$ cat src/rtl/vx_gpr_operand_fetch_pkg.sv
// Shared definitions for the GPR operand-fetch slice.
//   - fetch_state_t : operand-fetch FSM state (IDLE, READ3)
//   - gpr_addr()    : builds the GPR RAM address {wid, rid}
package vx_gpr_operand_fetch_pkg;

    typedef logic [0:0] fetch_state_t;

    localparam fetch_state_t FETCH_IDLE  = 1'b0;
    localparam fetch_state_t FETCH_READ3 = 1'b1;

    // Returns {wid, rid} right-aligned in 32 bits; callers truncate to the RAM address width.
    function automatic logic [31:0] gpr_addr(input logic [31:0]  wid,
                                             input logic [31:0]  rid,
                                             input int unsigned  ridw);
        return (wid << ridw) | rid;
    endfunction

endpackage

$ cat src/rtl/vx_gpr_bypass.sv
// Read-port forwarding for the GPR RAM.
// The RAM returns old data when read and written at the same address in the same cycle, so the
// in-flight writeback data is forwarded here. Register 0 is forced to zero when ZERO_R0 is set,
// which takes priority over forwarding.
// Ports:
//   raddr    in   ADDRW  read address presented to the RAM ({wid, rid})
//   rdata    in   DATAW  RAM read data
//   wren     in   1      RAM write enable this cycle
//   waddr    in   ADDRW  RAM write address
//   wdata    in   DATAW  RAM write data
//   fwd_data out  DATAW  operand value after forwarding and r0 forcing
module vx_gpr_bypass
    import vx_gpr_operand_fetch_pkg::*;
#(
    parameter int unsigned ADDRW   = 7,
    parameter int unsigned DATAW   = 128,
    parameter int unsigned RIDW    = 5,
    parameter int unsigned ZERO_R0 = 1
) (
    input  logic [ADDRW-1:0] raddr,
    input  logic [DATAW-1:0] rdata,
    input  logic             wren,
    input  logic [ADDRW-1:0] waddr,
    input  logic [DATAW-1:0] wdata,
    output logic [DATAW-1:0] fwd_data
);

    always_comb begin
        fwd_data = rdata;
        if (wren && (waddr == raddr)) begin
            fwd_data = wdata;
        end
        if ((ZERO_R0 != 0) && (raddr[RIDW-1:0] == '0)) begin
            fwd_data = '0;
        end
    end

endmodule

$ cat src/rtl/vx_gpr_operand_fetch.sv
// Read-side controller for the per-core GPR RAM (1 write port, 2 async read ports).
// Accepts issue requests with 2 or 3 source registers; rs1/rs2 are read in the accept cycle,
// rs3 in a second cycle on read port 1. Operands return through a 1-entry valid/ready register.
// The RAM write port is driven straight from writeback, which is never back-pressured.
// Ports:
//   clk, reset                    clock, synchronous active-high reset
//   req_valid/ready               issue handshake
//   req_wid, req_rs1/2/3          warp id and source register ids
//   req_use_rs3, req_tag          three-operand flag, passthrough tag
//   wb_valid, wb_wid, wb_rd, wb_data   writeback
//   ram_wren, ram_waddr, ram_wdata     RAM write port
//   ram_raddr1/2, ram_rdata1/2         RAM read ports (data valid in the same cycle)
//   rsp_valid/ready               response handshake
//   rsp_wid, rsp_tag              echoed from the request
//   rsp_rs1/2/3_data              operands (rs3 = 0 for two-operand requests)
module vx_gpr_operand_fetch
    import vx_gpr_operand_fetch_pkg::*;
#(
    parameter int unsigned NUM_WARPS = 4,
    parameter int unsigned NUM_REGS  = 32,
    parameter int unsigned DATAW     = 128,
    parameter int unsigned TAGW      = 8,
    parameter int unsigned ZERO_R0   = 1,
    localparam int unsigned WIDW     = $clog2(NUM_WARPS),
    localparam int unsigned RIDW     = $clog2(NUM_REGS),
    localparam int unsigned ADDRW    = WIDW + RIDW
) (
    input  logic             clk,
    input  logic             reset,

    input  logic             req_valid,
    output logic             req_ready,
    input  logic [WIDW-1:0]  req_wid,
    input  logic [RIDW-1:0]  req_rs1,
    input  logic [RIDW-1:0]  req_rs2,
    input  logic [RIDW-1:0]  req_rs3,
    input  logic             req_use_rs3,
    input  logic [TAGW-1:0]  req_tag,

    input  logic             wb_valid,
    input  logic [WIDW-1:0]  wb_wid,
    input  logic [RIDW-1:0]  wb_rd,
    input  logic [DATAW-1:0] wb_data,

    output logic             ram_wren,
    output logic [ADDRW-1:0] ram_waddr,
    output logic [DATAW-1:0] ram_wdata,
    output logic [ADDRW-1:0] ram_raddr1,
    output logic [ADDRW-1:0] ram_raddr2,
    input  logic [DATAW-1:0] ram_rdata1,
    input  logic [DATAW-1:0] ram_rdata2,

    output logic             rsp_valid,
    input  logic             rsp_ready,
    output logic [WIDW-1:0]  rsp_wid,
    output logic [TAGW-1:0]  rsp_tag,
    output logic [DATAW-1:0] rsp_rs1_data,
    output logic [DATAW-1:0] rsp_rs2_data,
    output logic [DATAW-1:0] rsp_rs3_data
);

    fetch_state_t     state_q, state_d;

    logic             rsp_valid_q, rsp_valid_d;
    logic [WIDW-1:0]  rsp_wid_q, rsp_wid_d;
    logic [TAGW-1:0]  rsp_tag_q, rsp_tag_d;
    logic [DATAW-1:0] rsp_rs1_q, rsp_rs1_d;
    logic [DATAW-1:0] rsp_rs2_q, rsp_rs2_d;
    logic [DATAW-1:0] rsp_rs3_q, rsp_rs3_d;

    // Staging for a three-operand request while rs3 is fetched.
    logic [WIDW-1:0]  stg_wid_q, stg_wid_d;
    logic [TAGW-1:0]  stg_tag_q, stg_tag_d;
    logic [DATAW-1:0] stg_rs1_q, stg_rs1_d;
    logic [DATAW-1:0] stg_rs2_q, stg_rs2_d;
    logic [RIDW-1:0]  stg_rs3_q, stg_rs3_d;

    logic             slot_free;
    logic             accept;
    logic [DATAW-1:0] fwd1, fwd2;

    // ---------------- Write path ----------------
    always_comb begin
        ram_wren  = wb_valid && !reset && !((ZERO_R0 != 0) && (wb_rd == '0));
        ram_waddr = ADDRW'(gpr_addr(32'(wb_wid), 32'(wb_rd), RIDW));
        ram_wdata = wb_data;
    end

    // ---------------- Read addressing and request handshake ----------------
    assign slot_free = !rsp_valid_q || rsp_ready;

    always_comb begin
        req_ready  = 1'b0;
        ram_raddr1 = '0;
        ram_raddr2 = '0;
        case (state_q)
            FETCH_IDLE: begin
                req_ready  = slot_free;
                ram_raddr1 = ADDRW'(gpr_addr(32'(req_wid), 32'(req_rs1), RIDW));
                ram_raddr2 = ADDRW'(gpr_addr(32'(req_wid), 32'(req_rs2), RIDW));
            end
            FETCH_READ3: begin
                // Re-read rs3 every cycle so a stalled response still sees later writebacks.
                ram_raddr1 = ADDRW'(gpr_addr(32'(stg_wid_q), 32'(stg_rs3_q), RIDW));
            end
            default: begin
                req_ready = 1'b0;
            end
        endcase
    end

    assign accept = req_valid && req_ready;

    vx_gpr_bypass #(
        .ADDRW   (ADDRW),
        .DATAW   (DATAW),
        .RIDW    (RIDW),
        .ZERO_R0 (ZERO_R0)
    ) u_bypass1 (
        .raddr    (ram_raddr1),
        .rdata    (ram_rdata1),
        .wren     (ram_wren),
        .waddr    (ram_waddr),
        .wdata    (ram_wdata),
        .fwd_data (fwd1)
    );

    vx_gpr_bypass #(
        .ADDRW   (ADDRW),
        .DATAW   (DATAW),
        .RIDW    (RIDW),
        .ZERO_R0 (ZERO_R0)
    ) u_bypass2 (
        .raddr    (ram_raddr2),
        .rdata    (ram_rdata2),
        .wren     (ram_wren),
        .waddr    (ram_waddr),
        .wdata    (ram_wdata),
        .fwd_data (fwd2)
    );

    // ---------------- Next state ----------------
    always_comb begin
        state_d     = state_q;
        rsp_valid_d = rsp_valid_q;
        rsp_wid_d   = rsp_wid_q;
        rsp_tag_d   = rsp_tag_q;
        rsp_rs1_d   = rsp_rs1_q;
        rsp_rs2_d   = rsp_rs2_q;
        rsp_rs3_d   = rsp_rs3_q;
        stg_wid_d   = stg_wid_q;
        stg_tag_d   = stg_tag_q;
        stg_rs1_d   = stg_rs1_q;
        stg_rs2_d   = stg_rs2_q;
        stg_rs3_d   = stg_rs3_q;

        // Handshake drains the slot; a load below in the same cycle overrides this.
        if (rsp_valid_q && rsp_ready) begin
            rsp_valid_d = 1'b0;
        end

        case (state_q)
            FETCH_IDLE: begin
                if (accept) begin
                    if (!req_use_rs3) begin
                        rsp_valid_d = 1'b1;
                        rsp_wid_d   = req_wid;
                        rsp_tag_d   = req_tag;
                        rsp_rs1_d   = fwd1;
                        rsp_rs2_d   = fwd2;
                        rsp_rs3_d   = '0;
                    end else begin
                        stg_wid_d = req_wid;
                        stg_tag_d = req_tag;
                        stg_rs1_d = fwd1;
                        stg_rs2_d = fwd2;
                        stg_rs3_d = req_rs3;
                        state_d   = FETCH_READ3;
                    end
                end
            end
            FETCH_READ3: begin
                if (slot_free) begin
                    rsp_valid_d = 1'b1;
                    rsp_wid_d   = stg_wid_q;
                    rsp_tag_d   = stg_tag_q;
                    rsp_rs1_d   = stg_rs1_q;
                    rsp_rs2_d   = stg_rs2_q;
                    rsp_rs3_d   = fwd1;
                    state_d     = FETCH_IDLE;
                end
            end
            default: begin
                state_d = FETCH_IDLE;
            end
        endcase
    end

    // ---------------- State ----------------
    always_ff @(posedge clk) begin
        if (reset) begin
            state_q     <= FETCH_IDLE;
            rsp_valid_q <= 1'b0;
            rsp_wid_q   <= '0;
            rsp_tag_q   <= '0;
            rsp_rs1_q   <= '0;
            rsp_rs2_q   <= '0;
            rsp_rs3_q   <= '0;
            stg_wid_q   <= '0;
            stg_tag_q   <= '0;
            stg_rs1_q   <= '0;
            stg_rs2_q   <= '0;
            stg_rs3_q   <= '0;
        end else begin
            state_q     <= state_d;
            rsp_valid_q <= rsp_valid_d;
            rsp_wid_q   <= rsp_wid_d;
            rsp_tag_q   <= rsp_tag_d;
            rsp_rs1_q   <= rsp_rs1_d;
            rsp_rs2_q   <= rsp_rs2_d;
            rsp_rs3_q   <= rsp_rs3_d;
            stg_wid_q   <= stg_wid_d;
            stg_tag_q   <= stg_tag_d;
            stg_rs1_q   <= stg_rs1_d;
            stg_rs2_q   <= stg_rs2_d;
            stg_rs3_q   <= stg_rs3_d;
        end
    end

    assign rsp_valid    = rsp_valid_q;
    assign rsp_wid      = rsp_wid_q;
    assign rsp_tag      = rsp_tag_q;
    assign rsp_rs1_data = rsp_rs1_q;
    assign rsp_rs2_data = rsp_rs2_q;
    assign rsp_rs3_data = rsp_rs3_q;

endmodule

$ cat config.mk
export PLATFORM = sky130hd
export DESIGN_NAME = vx_gpr_operand_fetch
export DESIGN_NICKNAME = d
export VERILOG_FILES = /design/src/rtl/vx_gpr_operand_fetch_pkg.sv /design/src/rtl/vx_gpr_bypass.sv /design/src/rtl/vx_gpr_operand_fetch.sv
export SDC_FILE = /design/constraint.sdc
export NUM_CORES = 2
export LEC_CHECK = 0
export ABC_AREA = 1
export CORE_AREA = 4 4 377 379
export DETAILED_ROUTE_END_ITERATION = 8
export DIE_AREA = 0 0 381 383
export MAX_ROUTING_LAYER = met4
export PLACE_DENSITY = 0.45
export SLEW_MARGIN = 0
export SYNTH_ARGS = -nofsm -noshare
export SYNTH_HDL_FRONTEND = slang
export SYNTH_SLANG_ARGS = --single-unit
$ cat constraint.sdc
create_clock -name clk -period 4.15 [get_ports clk]
set_input_delay 0.415 -clock clk [delete_from_list [all_inputs] [get_ports clk]]
set_output_delay 0.415 -clock clk [all_outputs]
set_load 0.01 [all_outputs]
==> metrics.md <==
| Metric | Value |
|---|---|
| Most frequent cells in the layout | nand2_1 (1245), clkdlybuf4s50_1 (966), dfxtp_1 (666) |
| Initial drt markers | 2346 |
| Residual DRC | 0 |
| Die W | 381 µm |
| Largest delay contributor family on the critical path | simple AND/OR/NAND/NOR gates |
| Arr. time, crit path | 3.63 ns |
| Max-slew headroom | 0.274 |
| P&R area growth vs syn | 40.2% |
| Final max-slew violation count | 0 |
| Register area share after synthesis | 0.410 |
| Syn. warnings | 0 |
| Hold_buf cts | 0 |
| Vias per inst | 4.56 |
| Die H | 383 µm |
| Unique masters post-synth | 24 |
| Avg Cell Area, Syn | 6.56 µm² |
| Crit-path cells | clkinv_8 > nand2_2 > nand2_1 > nand2_1 > nand2_1 > nand2_1 > nor2_4 > nand2_4 > buf_4 > nand2_1 > nand3_1 > nand2_1 > nand2_1 > a21oi_1 |
| Num CTS Buffers | 85 |
| Initial antenna violation count | 14 |
| Min-delay src | req_rs3[2] |
| # fillers | 15000 |
| Peak VDD IR | 0.000225 V |
| Row Count | 137 |
| Post-synth top flop | dfxtp_1 |
| Dpl hpwl | 110 mm |
| RSZ-0062 raised after global routing | false |
| Total Wirelength | 156 mm |
| Power Density | 384 nW/µm² |
| Most common cell on crit path | nand2_1 |
| WP data required | 4.63 ns |
| Design area | 45700 µm² |
| TritonCTS Sinks | 667 |
| Synth top area share | 0.410 |
| CP endpoint kind | flip-flop |
| Area of the core | 139000 µm² |
| Ys async rst share | 0 |
| CTS tree | done |
| Synth Cell Area | 32600 µm² |
| Status | complete, no violations |
| Worst Setup SP | state_q |
| RePlAce Congestion | 0.900 |
| Fin crit share | 0.760 |
| First-pass GRT wire length | 225 mm |
| Worst path max stage delay | 0.62 ns |
| CTS HTree Levels | 3 |
| Fin nets | 6022 |
| PortBufs | 967 |
| Cells after Synth | 4972 |
| Max cap viols | 0 |
| Worst-Skew Late Latency | 0.66 ns |
| Number of global-route vias before repair | 32300 |
| Min cycle time layout | 3.15 ns |
| Clock root cell | clkbuf_16 |
| Critical path peak fanout | 46 |
| PostCTS Resize Cnt | 0 |
| Pre-Repair DR Iteration Count | 5 |
| Buffer count from post-CTS setup fixing | 0 |
| Static leakage | 19.9 nW |
| Yosys reg bits | 667 |
| Final number of hold-violating endpoints | 0 |
| CP max-delay cell | buf_4 |
| Clock buffer depth | 3 |
| WL/cell | 20.9 µm |
| Synth area leaders | dfxtp_1 (41%), nand2_1 (14%), a21oi_1 (8.1%) |
| Max Clock Freq | 0.317 GHz |
| Global router's overall resource usage | 0.210 |
| Number of synthesized flops with an enable pin | 0 |
| Synth area leader | dfxtp_1 |
| Starting density of the core | 0.235 |
| Worst min-delay path class | in2reg |
| Clk slew on worst S/H paths | 0.06 ns |
| Via count | 34100 |
| Setup-failing EPs final | 0 |
| Grt ovf | 0 |
| Die area | 146000 µm² |
| CP Class | reg2reg |
| Largest net degree at the start of global routing | 170 |
| CP Launch Type | flip-flop |
| Net Count, Synth | 5394 |
| Worst Path Buf+Inv | 2 |
| Placed Area | 42900 µm² |
| Num ports | 968 |
| TNS Setup | 0 ns |
| Commonest non-fill, non-tap cell in the layout | nand2_1 |
| Routed Antenna Nets | 0 |
| Layout cells sized above 1 | 0.0425 |
| Reg2Reg Launch Point | state_q |
| Slew @ Worst Pin | 1.09 ns |
| Post-Route Skew | 0.0344 ns |
-- cells in the mapped netlist, drive strengths merged (3+ instances only) --
library cell and n:
nand2 1253, buf 286, a31oi 10, clkbuf 226, inv 543, o21ai 271, dfxtp 667, a21oi 528
o21a 128, nor2 526, xor2 3, nand3 525
-- cells by family (layout without fill, tap and decap cells) --
group	Yosys count	after routing	share of synthesized area
AO/OA/AOI/OAI	937	937	0.154
XOR/XNOR	3	3	0.000806
buffers and inverters	1057	1752	0.149
flip-flops	667	667	0.410
other	0	14	0
AND/OR/NAND/NOR	2308	2308	0.287
-- final cells by class --
type                    instances  area, µm²  share of cell area
diodes                         14       35.0            0.000767
clock buffers                 122       2430              0.0531
clock inverters                32        309             0.00676
inverters                     545       2080              0.0455
multi-input cells            3248      14500               0.317
flip-flops and latches        667      13400               0.292
well taps                    1807       2260              0.0495
repair buffers               1053      10800               0.235
-- tightest hold or removal path: stages --
cell and delay (ns):
clkdlybuf4s50_1 0.40, nand2_1 0.06, a21oi_1 0.05
-- final timing paths --
kind	cells past startpoint	slack (ns)	end
setup / recovery	14	1.0	rsp_rs1_data[99]
setup reg to reg	14	1.0	rsp_rs1_data[99]
hold reg to reg	2	0.46	rsp_rs2_data[44]
hold / removal	3	0.34	stg_rs3_q[2]
-- state kept, by name (all words and copies together) (netlist names) --
register	cells
state_q	1
stg_tag_q	8
rsp_valid	1
rsp_rs3_data	128
rsp_wid	2
stg_wid_q	2
stg_rs2_q	128
rsp_rs2_data	128
stg_rs3_q	5
rsp_rs1_data	128
rsp_tag	8
stg_rs1_q	128
-- stage by stage --
step	cells	power, mW	util	hold WS (ns)	setup slack, ns
global placement	7320	10.3	0.309	0.451	0.747
CTS	7474	17.8	0.329	0.279	0.995
global route	7486	18.4	0.329	0.312	0.777
floorplan	4972	8.65	-	0.444	2.32
finish	7488	17.6	0.329	0.344	0.998
detailed placement	7320	10.4	0.309	0.455	0.739
-- routing by layer --
| layer | share of wire | track usage | wire, µm |
|---|---|---|---|
| met1 | 0.43 | 0.258 | 67000 |
| met2 | 0.47 | 0.339 | 73600 |
| met3 | 0.075 | 0.0555 | 11800 |
| met4 | 0.027 | 0.0605 | 4180 |
| met5 | 0 | - | 0 |
-- power breakdown --
| part | internal (mW) | switching [mW] | leakage (nW) |
|---|---|---|---|
| Sequential | 6.81 | 0.216 | 5.46 |
| Combinational | 1.35 | 1.81 | 13.1 |
| Clock | 4.28 | 3.09 | 1.36 |
Note: power is estimated with default switching activity, not from simulation.
